## config.mk

```make
export PLATFORM = sky130hd
export DESIGN_NAME = sipo_deserializer_flat
export DESIGN_NICKNAME = d
export VERILOG_FILES = /design/src/rtl/sipo_pkg.sv /design/src/rtl/sipo_deserializer_if.sv /design/src/rtl/sipo_shift_core.sv /design/src/rtl/sipo_deserializer.sv /design/src/flat_wrapper.sv
export SDC_FILE = /design/constraint.sdc
export NUM_CORES = 1
export LEC_CHECK = 0
export BUFFER_PORTS_ARGS = -buffer_cell sky130_fd_sc_hd__buf_4
export CORE_MARGIN = 5
export CORE_UTILIZATION = 54
export CTS_BUF_LIST = sky130_fd_sc_hd__clkbuf_8
export CTS_CLUSTER_SIZE = 16
export DETAILED_ROUTE_END_ITERATION = 12
export PLACE_DENSITY = 0.8
export SLEW_MARGIN = 25
export SYNTH_ARGS = -nofsm -noshare
export SYNTH_HDL_FRONTEND = slang
export SYNTH_SLANG_ARGS = --single-unit
```

## constraint.sdc

```tcl
create_clock -name clock -period 1.4 [get_ports clock]
set_input_delay 0.14 -clock clock [delete_from_list [all_inputs] [get_ports clock]]
set_output_delay 0.14 -clock clock [all_outputs]
set_load 0.01 [all_outputs]
```

## src/rtl/sipo_pkg.sv

```systemverilog
// rtl/sipo_pkg.sv - shared defaults and output-state encoding for the SIPO deserializer
package sipo_pkg;

  localparam int DEFAULT_WIDTH = 8;

  // The output holding register is either EMPTY or FULL.
  localparam logic [0:0] ST_EMPTY = 1'b0;
  localparam logic [0:0] ST_FULL  = 1'b1;

endpackage

```

## src/rtl/sipo_deserializer_if.sv

```systemverilog
// rtl/sipo_deserializer_if.sv - serial input / parallel output bundle of the SIPO deserializer
interface sipo_deserializer_if
  import sipo_pkg::*;
#(
  parameter int WIDTH = DEFAULT_WIDTH
) ();

  logic                     din;
  logic                     en;
  logic                     clear;
  logic                     out_ready;
  logic [WIDTH-1:0]         dout;
  logic                     dout_valid;
  logic [$clog2(WIDTH)-1:0] bit_count;
  logic                     overrun;

  modport master (
    output din, en, clear, out_ready,
    input  dout, dout_valid, bit_count, overrun
  );

  modport slave (
    input  din, en, clear, out_ready,
    output dout, dout_valid, bit_count, overrun
  );

endinterface

```

## src/rtl/sipo_shift_core.sv

```systemverilog
// rtl/sipo_shift_core.sv - MSB-first shift register and bit counter
// word_done_o is combinational: it marks the edge that consumes the last bit of a word.
module sipo_shift_core
  import sipo_pkg::*;
#(
  parameter int WIDTH = DEFAULT_WIDTH
) (
  input  logic                     clock,
  input  logic                     reset,
  input  logic                     clear_i,
  input  logic                     en_i,
  input  logic                     din_i,
  output logic [WIDTH-1:0]         word_o,
  output logic                     word_done_o,
  output logic [$clog2(WIDTH)-1:0] bit_count_o
);

  localparam int CW = $clog2(WIDTH);

  // Only WIDTH-1 bits are kept; the oldest bit of a word is never needed after the word forms.
  logic [WIDTH-2:0] shift_q, shift_d;
  logic [CW-1:0]    cnt_q, cnt_d;
  logic             last_bit;

  assign last_bit    = (cnt_q == CW'(WIDTH - 1));
  assign word_o      = {shift_q, din_i};
  assign word_done_o = en_i & ~clear_i & last_bit;
  assign bit_count_o = cnt_q;

  always_comb begin
    shift_d = shift_q;
    cnt_d   = cnt_q;
    if (clear_i) begin
      shift_d = '0;
      cnt_d   = '0;
    end else if (en_i) begin
      shift_d = (WIDTH-1)'({shift_q, din_i});
      cnt_d   = last_bit ? '0 : cnt_q + CW'(1);
    end
  end

  always_ff @(posedge clock) begin
    if (reset) begin
      shift_q <= '0;
      cnt_q   <= '0;
    end else begin
      shift_q <= shift_d;
      cnt_q   <= cnt_d;
    end
  end

endmodule

```

## src/rtl/sipo_deserializer.sv

```systemverilog
// rtl/sipo_deserializer.sv - SIPO deserializer top: output holding register, EMPTY/FULL state, overrun
module sipo_deserializer
  import sipo_pkg::*;
#(
  parameter int WIDTH = DEFAULT_WIDTH
) (
  input  logic                clock,
  input  logic                reset,
  sipo_deserializer_if.slave  bus
);

  logic [WIDTH-1:0] word;
  logic             word_done;
  logic [0:0]       state_q, state_d;
  logic [WIDTH-1:0] dout_q, dout_d;
  logic             ovr_q, ovr_d;
  logic             accept;

  sipo_shift_core #(.WIDTH(WIDTH)) u_core (
    .clock       (clock),
    .reset       (reset),
    .clear_i     (bus.clear),
    .en_i        (bus.en),
    .din_i       (bus.din),
    .word_o      (word),
    .word_done_o (word_done),
    .bit_count_o (bus.bit_count)
  );

  assign accept = (state_q == ST_FULL) & bus.out_ready;

  always_comb begin
    state_d = state_q;
    dout_d  = dout_q;
    ovr_d   = ovr_q;
    if (word_done) begin
      // A word fits only if the holder is empty or being emptied on this same edge.
      if (state_q == ST_EMPTY || accept) begin
        dout_d  = word;
        state_d = ST_FULL;
      end else begin
        ovr_d = 1'b1;
      end
    end else if (accept) begin
      state_d = ST_EMPTY;
    end
    if (bus.clear) begin
      ovr_d = 1'b0;
    end
  end

  always_ff @(posedge clock) begin
    if (reset) begin
      state_q <= ST_EMPTY;
      dout_q  <= '0;
      ovr_q   <= 1'b0;
    end else begin
      state_q <= state_d;
      dout_q  <= dout_d;
      ovr_q   <= ovr_d;
    end
  end

  assign bus.dout       = dout_q;
  assign bus.dout_valid = (state_q == ST_FULL);
  assign bus.overrun    = ovr_q;

endmodule

```

## src/flat_wrapper.sv

```systemverilog
// flat-port wrapper written by rule: the top's interface ports become plain ports
module sipo_deserializer_flat import sipo_pkg::*;
#(
  parameter int WIDTH = DEFAULT_WIDTH
)
  (clock, reset, bus_din, bus_en, bus_clear, bus_out_ready, bus_dout, bus_dout_valid, bus_bit_count, bus_overrun);
  sipo_deserializer_if #(.WIDTH(WIDTH)) bus_i ();
  input  logic clock;
  input  logic reset;
  input wire logic [$bits(bus_i.din)-1:0] bus_din;
  input wire logic [$bits(bus_i.en)-1:0] bus_en;
  input wire logic [$bits(bus_i.clear)-1:0] bus_clear;
  input wire logic [$bits(bus_i.out_ready)-1:0] bus_out_ready;
  output wire logic [$bits(bus_i.dout)-1:0] bus_dout;
  output wire logic [$bits(bus_i.dout_valid)-1:0] bus_dout_valid;
  output wire logic [$bits(bus_i.bit_count)-1:0] bus_bit_count;
  output wire logic [$bits(bus_i.overrun)-1:0] bus_overrun;
  assign bus_i.din = bus_din;
  assign bus_i.en = bus_en;
  assign bus_i.clear = bus_clear;
  assign bus_i.out_ready = bus_out_ready;
  assign bus_dout = bus_i.dout;
  assign bus_dout_valid = bus_i.dout_valid;
  assign bus_bit_count = bus_i.bit_count;
  assign bus_overrun = bus_i.overrun;
  sipo_deserializer #(.WIDTH(WIDTH)) u_core (.clock(clock), .reset(reset), .bus(bus_i));
endmodule
```

==> impl.org <==
** CTS
- Clock transition at path regs :: about 70 ps
- Buffer cell driving the clock tree root :: clkbuf_8
- Clock tree sinks :: 20
- TritonCTS built the clock tree.
- For this design, the CTS-stage hold fixing added 0 buffers.
- Level count of the clock H-tree :: 1
- CTS Buf Count :: 3
- The clock passes through at most 2 buffers.
- The clock reaches the later pin of the worst-skew pair after approximately 250 ps.

** STA
- The clock period could shrink to 1290 ps.
- The clock arrives with 2.14 ps of skew.
- Max Transition Viols Final :: 0
- Setup violations remaining at the end of the flow were counted as 0.
- The final-report hold violation count is 0.
- Setup repair after global routing left no endpoint under its margin.
- Worst slew margin :: between 70% and 80%
- Dividing the final minimum period by the clock period gives 91.8%.
- At the pin with the least slew margin, the transition time is 386 ps.
- Fmax achieved :: about 780 MHz

** Synthesis
- Synth area leader :: dfxtp_1
- Summing the areas of all xor and xnor instances in the mapped netlist gives 0% of the synthesized area.
- After technology mapping, the gate count stands at 79.
- Synthesis instantiated 17 different standard cells from the library.
- Number of nets produced by synthesis :: 87
- Yosys warns :: 0
- In the post-synthesis netlist, the biggest area contributors are dfxtp_1, mux2i_1, nand2b_1.
- After synthesis, the mean cell area works out to roughly 11 um^2.
- Fraction of the mapped netlist area in compound gates :: under 10%
- Adder-cell share of the synthesized area :: under 10%
- Post-synthesis mux area share :: about a fifth
- Sequential share of the synthesized area :: a little under half
- Simple-gate share of the synthesized area :: between 20% and 30%
- Synthesis-stage register bit count :: 20
- Post-synthesis instance area :: 850 um^2
- The share of synthesized area in the top cell type comes to 47.1%.
- After synthesis, the largest family of logic cells by area is simple AND/OR/NAND/NOR gates.

** Job
- Max Cap Violations :: 0

** Place
- The count of buffers added on input and output ports is 18.
- Summed over all nets, the half-perimeter wirelength after detailed placement is just over 1000 um.
- Final GP Congestion :: around 0.70

** Layout
- Area Overhead vs Synth :: 29.7%
- In the final layout, the share of cells above drive strength 1 is 32.0%.
- Cells fill between 70% and 80% of the core in the end.
- The top cell types in the final layout, fill and taps aside, are buf_4, dfxtp_1, mux2i_1, nand2b_1, nor2_1.
- Final net count :: approximately 110
- The library cell used most frequently in the layout, excluding fill and tap cells, is buf_4.
- The number of antenna diodes in the final layout is 0.

** Global routing
- Remaining global-route overflow :: 0
- First-pass GRT wire length :: ~2600 um
- The via count of the first global-routing pass was 593.
- Antenna violations before repair :: 0
- Global-route usage over all layers :: between 10% and 20%
- Pin count of the biggest net entering global routing :: 19

** Floorplanning
- Die height :: between 40 and 50 um
- For this design the top-level I/O count stands at 19.
- In this run the horizontal extent of the chip is 49.7 um.
- Core ar. :: between 1500 and 2000 um^2
- The floorplan step defined a die boundary enclosing ~2500 um^2.
- Initial Utilization :: 56.4%
- The floorplan has 14 rows.

** Detailed routing
- For this run, the detailed router's first-pass iteration total came to 3.
- The first routing iteration left 2 violations.
- Dividing the detail-routed wire length by the instance count gives approximately 13 um.
- Post-route DRC :: 0
- The routed layout has 585 vias.
- Total Routed Length :: around 1500 um
- Number of nets with antenna violations after routing :: 0
- Dividing the detail-routed via count by the number of cells gives between 5 and 6.

** Power and ir drop
- The design draws 1.20 mW.
- Power spread over the standard cell area amounts to 1090 nW/um^2.
- In this run the static leakage power is 0.487 nW.
- Peak ir drop on the vdd network :: approximately 0.76 mV

** Critical path
- The worst register-to-register path has a setup slack of about 110 ps.
- For the worst setup path, the data arrival time is between 1000 and 1500 ps.
- Endpoint type of the worst setup path :: register
- Of all nets on the critical path, the largest fanout is 3.
- Startpoint-to-endpoint class of the critical path :: register to register
- Data on the critical path is required at its endpoint by between 1500 and 2000 ps.
- Launching element type of the critical path :: register

** Status
- The flow ran to the end, and the final reports show no timing, DRC or antenna violations.

** Min path
- Worst hold path class :: input pin to register
critical path: stages (launching register included):
cell and delay, ps:
dfxtp_2 360, ha_4 140, ha_4 130, nand3b_4 90
nor2b_4 140, buf_4 140, mux2i_1 200
final timing paths:
kind                                startpoint                     to  depth (start not counted)
hold reg to reg             u_core.bus.dout[1]     u_core.bus.dout[1]                          2
setup / recovery  u_core.u_core.bit_count_o[0]     u_core.bus.dout[2]                          6
hold / removal                           reset  u_core.bus.dout_valid                          2
setup reg to reg  u_core.u_core.bit_count_o[0]     u_core.bus.dout[2]                          6
power by group:
part | switching (mW) | leakage (nW) | internal (mW) | total, mW
Clock | 0.186 | 0.0357 | 0.381 | 0.567
Combinational | 0.0274 | 0.289 | 0.0327 | 0.0601
Sequential | 0.00323 | 0.162 | 0.572 | 0.575
through the flow:
stage / instances / TNS, ps / area [um^2] / worst slack (ps) / hold WS, ps
global placement: 110 / 0 / 985 / 35.5 / 385
floorplan: 79 / 0 / 850 / 70.4 / 287
detailed placement: 110 / -244 / 985 / -61.1 / 400
global route: 116 / 0 / 1100 / 29.2 / 169
CTS: 116 / 0 / 1070 / 1.90 / 150
finish: 116 / 0 / 1100 / 114 / 156
sequential cells by signal (all words and copies together) (netlist names):
name,flops
u_core.bus.dout,8
u_core.u_core.bit_count_o,3
u_core.u_core.shift_q,7
u_core.bus.overrun,1
u_core.bus.dout_valid,1
synthesized netlist by cell type, drive strengths merged:
cell	number
dfxtp	20
a21oi	2
nor2	11
buf	3
clkbuf	1
ha	2
nand2b	17
mux2i	17
inv	1
o21ba	1
or2	1
nor3b	1
nor2b	1
nand3b	1
repair_timing:
item | CTS | global route
resized for setup | 0 | 7
hold endpoints to repair | 0 | 0
cloned | 0 | 0
pin swaps | 0 | 0
endpoints found under the setup margin | 8 | 8
setup buffers | 2 | 0
cell type report:
class / instances / area (um^2)
Inverter: 1 / 3.75
Multi-Input combinational cell: 54 / 443
Timing Repair Buffer: 21 / 161
Clock inverter: 1 / 30.0
Tap cell: 16 / 20.0
Clock buffer: 3 / 41.3
Sequential cell: 20 / 403
Fill cell: 106 / 404
logic make-up (layout without fill, tap and decap cells):
| group | count (synthesis) | in the layout |
|---|---|---|
| DFF | 20 | 20 |
| buffers and inverters | 5 | 26 |
| muxes | 17 | 17 |
| and+or+nand+nor | 32 | 32 |
| adders and majority gates | 2 | 2 |
| AOI/OAI and AO/OA | 3 | 3 |
per-layer routing:
metal	part of all wire, %	track usage (%)	vias up
li1	-	-	297
met1	43	15.8	272
met2	50	20.6	12
met3	5.7	4.82	4
met4	1.7	7.86	0
met5	0	0	-
No activity file was read; power rests on OpenSTA's default activity.
